File: src/rtl/spike_rate_decoder_pkg.sv
`default_nettype none
// ============================================================================
// Module      : spike_rate_decoder_pkg
// Description : Shared definitions for the spike rate decoder. Holds the FSM
//               state encoding, default widths and a saturating-increment
//               helper used by both the spike counter and the ISI counter.
// Revision    : 1.0 - initial release
// ============================================================================
package spike_rate_decoder_pkg;

  localparam int DEF_CNT_W = 8;
  localparam int DEF_WIN_W = 8;
  localparam int DEF_ISI_W = 8;

  typedef enum logic [1:0] {
    ST_IDLE  = 2'd0,
    ST_COUNT = 2'd1,
    ST_HOLD  = 2'd2
  } state_t;

  // Increment that sticks at max_val instead of wrapping. Operands are
  // zero-extended to 32 bits by the caller and truncated back afterwards.
  function automatic logic [31:0] sat_inc(input logic [31:0] val,
                                          input logic [31:0] max_val);
    if (val >= max_val) begin
      return max_val;
    end
    return val + 32'd1;
  endfunction

endpackage
`default_nettype wire

File: src/rtl/spike_rate_decoder_isi_meter.sv
`default_nettype none
// ============================================================================
// Module      : spike_isi_meter
// Description : Inter-spike interval meter. A free-running saturating counter
//               is sampled into isi on every spike after the first one, then
//               restarted at 1 so that spikes at t0 and t1 report t1-t0.
// Ports       : clk       - clock, rising edge
//               reset     - asynchronous active-high reset
//               spike     - 1-bit spike input
//               isi       - cycles between the last two spikes (saturating)
//               isi_valid - one-cycle pulse when isi is updated
// Revision    : 1.0 - initial release
// ============================================================================
module spike_isi_meter
  import spike_rate_decoder_pkg::*;
#(
  parameter int ISI_W = DEF_ISI_W
) (
  input  logic             clk,
  input  logic             reset,
  input  logic             spike,
  output logic [ISI_W-1:0] isi,
  output logic             isi_valid
);

  localparam logic [ISI_W-1:0] c_isi_max = '1;

  logic [ISI_W-1:0] r_isi_cnt;
  logic             r_seen;
  logic [ISI_W-1:0] r_isi;
  logic             r_isi_valid;
  logic [ISI_W-1:0] w_isi_cnt_inc;

  assign w_isi_cnt_inc = ISI_W'(sat_inc(32'(r_isi_cnt), 32'(c_isi_max)));

  always_ff @(posedge clk or posedge reset) begin
    if (reset) begin
      r_isi_cnt   <= '0;
      r_seen      <= 1'b0;
      r_isi       <= '0;
      r_isi_valid <= 1'b0;
    end else if (spike) begin
      // The very first spike only arms the meter; there is no earlier spike
      // to measure against.
      if (r_seen) begin
        r_isi       <= r_isi_cnt;
        r_isi_valid <= 1'b1;
      end else begin
        r_isi_valid <= 1'b0;
      end
      r_isi_cnt <= ISI_W'(1);
      r_seen    <= 1'b1;
    end else begin
      r_isi_cnt   <= w_isi_cnt_inc;
      r_isi_valid <= 1'b0;
    end
  end

  assign isi       = r_isi;
  assign isi_valid = r_isi_valid;

endmodule
`default_nettype wire

File: src/rtl/spike_rate_decoder.sv
`default_nettype none
// ============================================================================
// Module      : spike_rate_decoder
// Description : Converts a 1-bit neuron spike stream back into numbers. Counts
//               spikes over a programmable window and presents the count on a
//               valid/ready output; also measures inter-spike interval.
// Ports       : clk        - clock, rising edge
//               reset      - asynchronous active-high reset
//               spike      - spike input, one high cycle per spike
//               enable     - run windows while high
//               window_len - window length in cycles, sampled at window start
//               out_ready  - consumer ready
//               rate       - spike count of the last completed window
//               rate_valid - rate holds an unconsumed result
//               rate_sat   - count saturated in the window that produced rate
//               missed     - sticky, a spike arrived while holding a result
//               isi        - cycles between the last two spikes
//               isi_valid  - one-cycle pulse when isi updates
//               busy       - high while counting a window
// Revision    : 1.0 - initial release
// ============================================================================
module spike_rate_decoder
  import spike_rate_decoder_pkg::*;
#(
  parameter int CNT_W = DEF_CNT_W,
  parameter int WIN_W = DEF_WIN_W,
  parameter int ISI_W = DEF_ISI_W
) (
  input  logic             clk,
  input  logic             reset,
  input  logic             spike,
  input  logic             enable,
  input  logic [WIN_W-1:0] window_len,
  input  logic             out_ready,
  output logic [CNT_W-1:0] rate,
  output logic             rate_valid,
  output logic             rate_sat,
  output logic             missed,
  output logic [ISI_W-1:0] isi,
  output logic             isi_valid,
  output logic             busy
);

  localparam logic [CNT_W-1:0] c_cnt_max = '1;

  state_t           r_state;
  state_t           w_state_nxt;
  logic [WIN_W-1:0] r_win_cnt;
  logic [WIN_W-1:0] w_win_cnt_nxt;
  logic [CNT_W-1:0] r_spk_cnt;
  logic [CNT_W-1:0] w_spk_cnt_nxt;
  logic             r_sat;
  logic             w_sat_nxt;
  logic [CNT_W-1:0] r_rate;
  logic [CNT_W-1:0] w_rate_nxt;
  logic             r_rate_valid;
  logic             w_rate_valid_nxt;
  logic             r_rate_sat;
  logic             w_rate_sat_nxt;
  logic             r_missed;
  logic             w_missed_nxt;

  logic             w_start;
  logic [CNT_W-1:0] w_spk_cnt_inc;
  logic             w_sat_inc;

  // A window may only start with a non-zero length.
  assign w_start = enable && (window_len != '0);

  // Count including this cycle's spike sample, and its saturation status.
  assign w_spk_cnt_inc = spike ? CNT_W'(sat_inc(32'(r_spk_cnt), 32'(c_cnt_max)))
                               : r_spk_cnt;
  assign w_sat_inc     = r_sat || (w_spk_cnt_inc == c_cnt_max);

  // --------------------------------------------------------------------------
  // State register
  // --------------------------------------------------------------------------
  always_ff @(posedge clk or posedge reset) begin
    if (reset) begin
      r_state <= ST_IDLE;
    end else begin
      r_state <= w_state_nxt;
    end
  end

  // --------------------------------------------------------------------------
  // Next-state and datapath next values
  // --------------------------------------------------------------------------
  always_comb begin
    w_state_nxt      = r_state;
    w_win_cnt_nxt    = r_win_cnt;
    w_spk_cnt_nxt    = r_spk_cnt;
    w_sat_nxt        = r_sat;
    w_rate_nxt       = r_rate;
    w_rate_valid_nxt = r_rate_valid;
    w_rate_sat_nxt   = r_rate_sat;
    w_missed_nxt     = r_missed || ((r_state == ST_HOLD) && spike);

    case (r_state)
      ST_IDLE: begin
        if (w_start) begin
          w_win_cnt_nxt = window_len;
          w_spk_cnt_nxt = '0;
          w_sat_nxt     = 1'b0;
          w_state_nxt   = ST_COUNT;
        end
      end

      ST_COUNT: begin
        if (!enable) begin
          // Abort discards the partial window; previous result is untouched.
          w_state_nxt = ST_IDLE;
        end else if (r_win_cnt == WIN_W'(1)) begin
          // Last sample of the window is folded straight into the result.
          w_rate_nxt       = w_spk_cnt_inc;
          w_rate_sat_nxt   = w_sat_inc;
          w_rate_valid_nxt = 1'b1;
          w_state_nxt      = ST_HOLD;
        end else begin
          w_win_cnt_nxt = r_win_cnt - WIN_W'(1);
          w_spk_cnt_nxt = w_spk_cnt_inc;
          w_sat_nxt     = w_sat_inc;
        end
      end

      ST_HOLD: begin
        if (out_ready) begin
          w_rate_valid_nxt = 1'b0;
          if (w_start) begin
            // Back-to-back windows skip IDLE.
            w_win_cnt_nxt = window_len;
            w_spk_cnt_nxt = '0;
            w_sat_nxt     = 1'b0;
            w_state_nxt   = ST_COUNT;
          end else begin
            w_state_nxt = ST_IDLE;
          end
        end
      end

      default: begin
        w_state_nxt = ST_IDLE;
      end
    endcase
  end

  // --------------------------------------------------------------------------
  // Datapath and output registers
  // --------------------------------------------------------------------------
  always_ff @(posedge clk or posedge reset) begin
    if (reset) begin
      r_win_cnt    <= '0;
      r_spk_cnt    <= '0;
      r_sat        <= 1'b0;
      r_rate       <= '0;
      r_rate_valid <= 1'b0;
      r_rate_sat   <= 1'b0;
      r_missed     <= 1'b0;
    end else begin
      r_win_cnt    <= w_win_cnt_nxt;
      r_spk_cnt    <= w_spk_cnt_nxt;
      r_sat        <= w_sat_nxt;
      r_rate       <= w_rate_nxt;
      r_rate_valid <= w_rate_valid_nxt;
      r_rate_sat   <= w_rate_sat_nxt;
      r_missed     <= w_missed_nxt;
    end
  end

  assign rate       = r_rate;
  assign rate_valid = r_rate_valid;
  assign rate_sat   = r_rate_sat;
  assign missed     = r_missed;
  assign busy       = (r_state == ST_COUNT);

  // --------------------------------------------------------------------------
  // Inter-spike interval meter, independent of the window FSM
  // --------------------------------------------------------------------------
  spike_isi_meter #(
    .ISI_W (ISI_W)
  ) u_isi_meter (
    .clk       (clk),
    .reset     (reset),
    .spike     (spike),
    .isi       (isi),
    .isi_valid (isi_valid)
  );

endmodule
`default_nettype wire

File: config.mk
export PLATFORM = sky130hd
export DESIGN_NAME = spike_rate_decoder
export DESIGN_NICKNAME = d
export VERILOG_FILES = /design/src/rtl/spike_rate_decoder_pkg.sv /design/src/rtl/spike_rate_decoder_isi_meter.sv /design/src/rtl/spike_rate_decoder.sv
export SDC_FILE = /design/constraint.sdc
export NUM_CORES = 1
export LEC_CHECK = 0
export CORE_ASPECT_RATIO = 0.75
export CORE_MARGIN = 2
export CORE_UTILIZATION = 30
export CTS_CLUSTER_SIZE = 16
export DETAILED_ROUTE_END_ITERATION = 16
export SYNTH_ARGS = -nofsm -noshare
export SYNTH_HDL_FRONTEND = slang
export SYNTH_SLANG_ARGS = --single-unit
File: constraint.sdc
create_clock -name clk -period 2.6 [get_ports clk]
set_input_delay 0.52 -clock clk [delete_from_list [all_inputs] [get_ports clk]]
set_output_delay 0.52 -clock clk [all_outputs]
set_load 0.02 [all_outputs]
==> report_table.html <==
<table>
<tr><th>Metric</th><th>Value</th></tr>
<tr><th colspan="2">Routing</th></tr>
<tr><td>Detailed-route wire length per cell</td><td>13.1 um</td></tr>
<tr><td>Total wirelength of the detailed-routed design</td><td>5.18 mm</td></tr>
<tr><td>Overall via count from detail_route</td><td>just under 2,000</td></tr>
<tr><td>Number of DRC violations after detailed-routing iteration 0</td><td>169</td></tr>
<tr><td>First-pass iteration count of the detailed router</td><td>4</td></tr>
<tr><td>Number of remaining DRC errors</td><td>0</td></tr>
<tr><td>Via-per-instance ratio</td><td>approximately 4.9</td></tr>
<tr><td>Antenna viol nets, final</td><td>0</td></tr>
<tr><th colspan="2">GRT</th></tr>
<tr><td>Number of global-route vias before repair</td><td>1,882</td></tr>
<tr><td>Maximum number of pins on one net before global-route repair</td><td>between 40 and 50</td></tr>
<tr><td>Total GRT Usage</td><td>12.9%</td></tr>
<tr><td>Global-route wire length before repair</td><td>roughly 8.9 mm</td></tr>
<tr><td>Leftover overflow at the end of global routing</td><td>0</td></tr>
<tr><td>Number of antenna violations at the first check in global routing</td><td>0</td></tr>
<tr><th colspan="2">Synth</th></tr>
<tr><td>Number of warning messages in the yosys log</td><td>0</td></tr>
<tr><td>Library cell with the highest instance count after synthesis</td><td>sky130_fd_sc_hd__dfrtp_1</td></tr>
<tr><td>Distinct cell type count after synthesis</td><td>53</td></tr>
<tr><td>Synth Net Count</td><td>between 200 and 300</td></tr>
<tr><td>Share of the yosys chip area belonging to registers</td><td>49.4%</td></tr>
<tr><td>Mapped Area</td><td>2430 sq um</td></tr>
<tr><td>Most frequent cells after synthesis</td><td>sky130_fd_sc_hd__dfrtp_1, sky130_fd_sc_hd__nand2_1, sky130_fd_sc_hd__a21oi_1, sky130_fd_sc_hd__o21ai_0</td></tr>
<tr><td>Ranking of synthesized cells by area</td><td>sky130_fd_sc_hd__dfrtp_1, sky130_fd_sc_hd__nand2_1, sky130_fd_sc_hd__a21oi_1</td></tr>
<tr><td>FF+latch count, synth</td><td>48</td></tr>
<tr><td>Number of synthesized flops with an enable pin</td><td>0</td></tr>
<tr><td>Instance count of the mapped netlist</td><td>252</td></tr>
<tr><td>Post-synth top flop</td><td>sky130_fd_sc_hd__dfrtp_1</td></tr>
<tr><td>Fraction of registers with async set or reset after synthesis</td><td>100%</td></tr>
<tr><td>Average cell area after synthesis</td><td>approximately 9.7 sq um</td></tr>
<tr><td>Cell type with the largest total area after synthesis</td><td>sky130_fd_sc_hd__dfrtp_1</td></tr>
<tr><td>Yosys top cell area share</td><td>49.4%</td></tr>
<tr><th colspan="2">Placed design</th></tr>
<tr><td>Post-DP HPWL</td><td>3.75 mm</td></tr>
<tr><td>Final weighted congestion in routability-driven placement</td><td>0.853</td></tr>
<tr><td>Count of input and output buffers</td><td>33</td></tr>
<tr><th colspan="2">Clocking</th></tr>
<tr><td>Clock insertion delay at the later pin of the skew report</td><td>0.30 ns</td></tr>
<tr><td>Clock tree from TritonCTS</td><td>yes</td></tr>
<tr><td>Clock edge transition at the registers on the reported setup and hold paths</td><td>0.09 ns</td></tr>
<tr><td>Count of hold-fix buffers inserted at cts</td><td>0</td></tr>
<tr><td>Number of gates resized after CTS</td><td>0</td></tr>
<tr><td>CTS HTree Levels</td><td>2</td></tr>
<tr><td>Number of setup buffers added after CTS</td><td>0</td></tr>
<tr><td>Clock sink count</td><td>48</td></tr>
<tr><td>Root cell of the clock tree</td><td>sky130_fd_sc_hd__clkbuf_8</td></tr>
<tr><td>Num CTS Buffers</td><td>5</td></tr>
<tr><td>Largest buffer count on any clock path</td><td>2</td></tr>
<tr><th colspan="2">Critical path</th></tr>
<tr><td>Number of cells on the worst reg-to-reg path</td><td>6</td></tr>
<tr><td>Origin of the critical flop-to-flop path</td><td>r_spk_cnt[0]</td></tr>
<tr><td>Type of destination of the critical path</td><td>output port</td></tr>
<tr><td>Highest fanout seen on the critical path</td><td>6</td></tr>
<tr><td>Reg2Reg Capture Point</td><td>r_sat</td></tr>
<tr><td>Reg-to-reg slack, setup</td><td>roughly 0.38 ns</td></tr>
<tr><td>Class of the most critical setup path</td><td>flip-flop to output port</td></tr>
<tr><td>Data required time of the worst path</td><td>between 2 and 2.5 ns</td></tr>
<tr><td>Startpoint Class</td><td>flip-flop</td></tr>
<tr><td>Arrival time at the worst endpoint</td><td>1.80 ns</td></tr>
<tr><th colspan="2">Timing</th></tr>
<tr><td>Number of setup violations in the final report</td><td>0</td></tr>
<tr><td>Final setup skew</td><td>between 0.01 and 0.015 ns</td></tr>
<tr><td>Tcrit/Tclk final</td><td>89.1%</td></tr>
<tr><td>Setup_tns</td><td>0 ns</td></tr>
<tr><td>Post-layout min period</td><td>2.32 ns</td></tr>
<tr><td>Setup repair after global routing missed its margin</td><td>false</td></tr>
<tr><td>Max transition margin</td><td>58.8%</td></tr>
<tr><td>Max Freq</td><td>431 MHz</td></tr>
<tr><td>Slew Viols, Final</td><td>0</td></tr>
<tr><td>Number of endpoints with negative hold slack in the final report</td><td>0</td></tr>
<tr><td>Measured slew at the worst slew-check pin</td><td>0.619 ns</td></tr>
<tr><th colspan="2">Floorplan</th></tr>
<tr><td>Die Outline Area</td><td>just under 9000 sq um</td></tr>
<tr><td>Y dimension of the die</td><td>82.0 um</td></tr>
<tr><td>Width of the die</td><td>108 um</td></tr>
<tr><td>Core Region</td><td>approximately 7900 sq um</td></tr>
<tr><td>Top-Level Pins</td><td>34</td></tr>
<tr><td>Initial core utilization</td><td>30.9%</td></tr>
<tr><td>Floorplan row count</td><td>28</td></tr>
<tr><th colspan="2">Run status</th></tr>
<tr><td>Run status</td><td>finished, final reports clean</td></tr>
<tr><th colspan="2">Min path</th></tr>
<tr><td>Type of the tightest min-delay check</td><td>flip-flop to flip-flop</td></tr>
<tr><td>Hold-critical path endpoint</td><td>missed</td></tr>
<tr><td>Origin of the worst min-delay path</td><td>missed</td></tr>
<tr><td>Worst Hold Path Cells</td><td>1</td></tr>
<tr><th colspan="2">Power and ir drop</th></tr>
<tr><td>Worst IR Drop VDD</td><td>0.233 mV</td></tr>
<tr><td>Power per cell area</td><td>568 nW/um^2</td></tr>
<tr><td>Leakage power</td><td>1.29 nW</td></tr>
<tr><th colspan="2">Finish</th></tr>
<tr><td>Flip-flop and latch area</td><td>1200 sq um</td></tr>
<tr><td>Growth of design area from synthesis to finish</td><td>24.1%</td></tr>
<tr><td>Final-stage net count</td><td>309</td></tr>
<tr><td>Fraction of the core area covered by cells at the end of the flow</td><td>38.3%</td></tr>
<tr><td>Count of filler cells inserted in the layout</td><td>~800</td></tr>
<tr><td>Area taken by multi-input logic gates</td><td>1140 sq um</td></tr>
<tr><td>Layout cells sized above 1</td><td>13.0%</td></tr>
<tr><td>Antenna diode instance count</td><td>0</td></tr>
<tr><th colspan="2">Flow run</th></tr>
<tr><td>Number of max-capacitance violations reported</td><td>0</td></tr>
</table>
[critical path, stage by stage (launching register included)]
cell and delay (ns):
sky130_fd_sc_hd__dfrtp_1 0.42, sky130_fd_sc_hd__nand2b_1 0.25, sky130_fd_sc_hd__inv_1 0.19, sky130_fd_sc_hd__clkdlybuf4s50_1 0.64
[worst max-delay path by stage]
stage	start	slack, ns	endpoint
2_1_floorplan	r_spk_cnt[1]	0.60	r_sat
6_report	r_state[1]	0.28	busy
4_1_cts	r_state[1]	0.27	busy
5_1_grt	r_state[1]	0.18	busy
3_3_place_gp	spike	0.17	rate_sat
3_5_place_dp	window_len[5]	0.16	r_win_cnt[0]
[per-layer routing]
metal	share of wire, %	global-route usage [%]	up-vias
met5	0	0	-
met4	0.71	3.85	0
met3	4.6	3.57	4
met2	43	20.3	41
met1	52	17.5	930
li1	-	-	987
[state kept, by name, indices dropped and copies added (netlist names)]
register and count:
r_win_cnt 8, rate 8, r_sat 1, rate_sat 1, r_spk_cnt 8, u_isi_meter.isi_valid 1
missed 1, u_isi_meter.r_seen 1, rate_valid 1, u_isi_meter.isi 8, r_state 2, u_isi_meter.r_isi_cnt 8
[final cells by class]
type / count / share of cell area [%]
clock buffers: 6 / 2.74
clock inverters: 1 / 0.290
inverters: 10 / 1.24
multi-input cells: 182 / 37.7
flip-flops and latches: 48 / 39.8
well taps: 105 / 4.35
repair buffers: 45 / 13.9
[through the flow]
step	power, mW	instance area, sq um	worst slack, ns	std cells	hold slack [ns]
2_1_floorplan	1.14	2430	0.604	252	0.437
3_3_place_gp	1.27	2930	0.174	390	0.450
3_5_place_dp	1.27	2930	0.160	390	0.454
4_1_cts	1.74	3020	0.273	397	0.479
5_1_grt	1.84	3020	0.175	397	0.497
6_report	1.71	3020	0.282	397	0.474
[placed cells by master (no fill, tap or decap), drive strengths merged, types with 2 or more instances in the layout]
| master | n |
|---|---|
| nor3 | 6 |
| clkdlybuf4s50 | 33 |
| ha | 4 |
| or2 | 2 |
| o21ai | 21 |
| mux2 | 8 |
| dfrtp | 48 |
| nand3 | 10 |
| clkbuf | 6 |
| and3 | 2 |
| a221o | 2 |
| a21o | 2 |
| nand2b | 6 |
| o22ai | 7 |
| a22o | 2 |
| nor4 | 3 |
| mux2i | 4 |
| nand4 | 2 |
| xor2 | 2 |
| and4 | 3 |
| inv | 10 |
| nor2 | 7 |
| buf | 12 |
| a31oi | 3 |
| nand3b | 2 |
| nand2 | 34 |
| a21oi | 23 |
| and2 | 3 |
| or3 | 4 |
[cells by family (layout without fill, tap and decap cells)]
family / Yosys count / after routing / share of synthesized area [%]
adder cells (fa/ha/maj): 4 / 4 / 2.06
flip-flops: 48 / 48 / 49.4
XOR/XNOR: 3 / 3 / 1.08
AND/OR/NAND/NOR: 90 / 90 / 19.8
AO/OA/AOI/OAI: 73 / 73 / 18.5
multiplexers: 12 / 12 / 5.35
buffers and inverters: 22 / 62 / 3.86
[report_power, final]
part | switching [mW] | leakage, nW | internal [mW]
clock | 0.245 | 0.0473 | 0.212
combinational | 0.180 | 0.619 | 0.161
sequential | 0.0955 | 0.620 | 0.819
(Power assumes the default switching activity.)
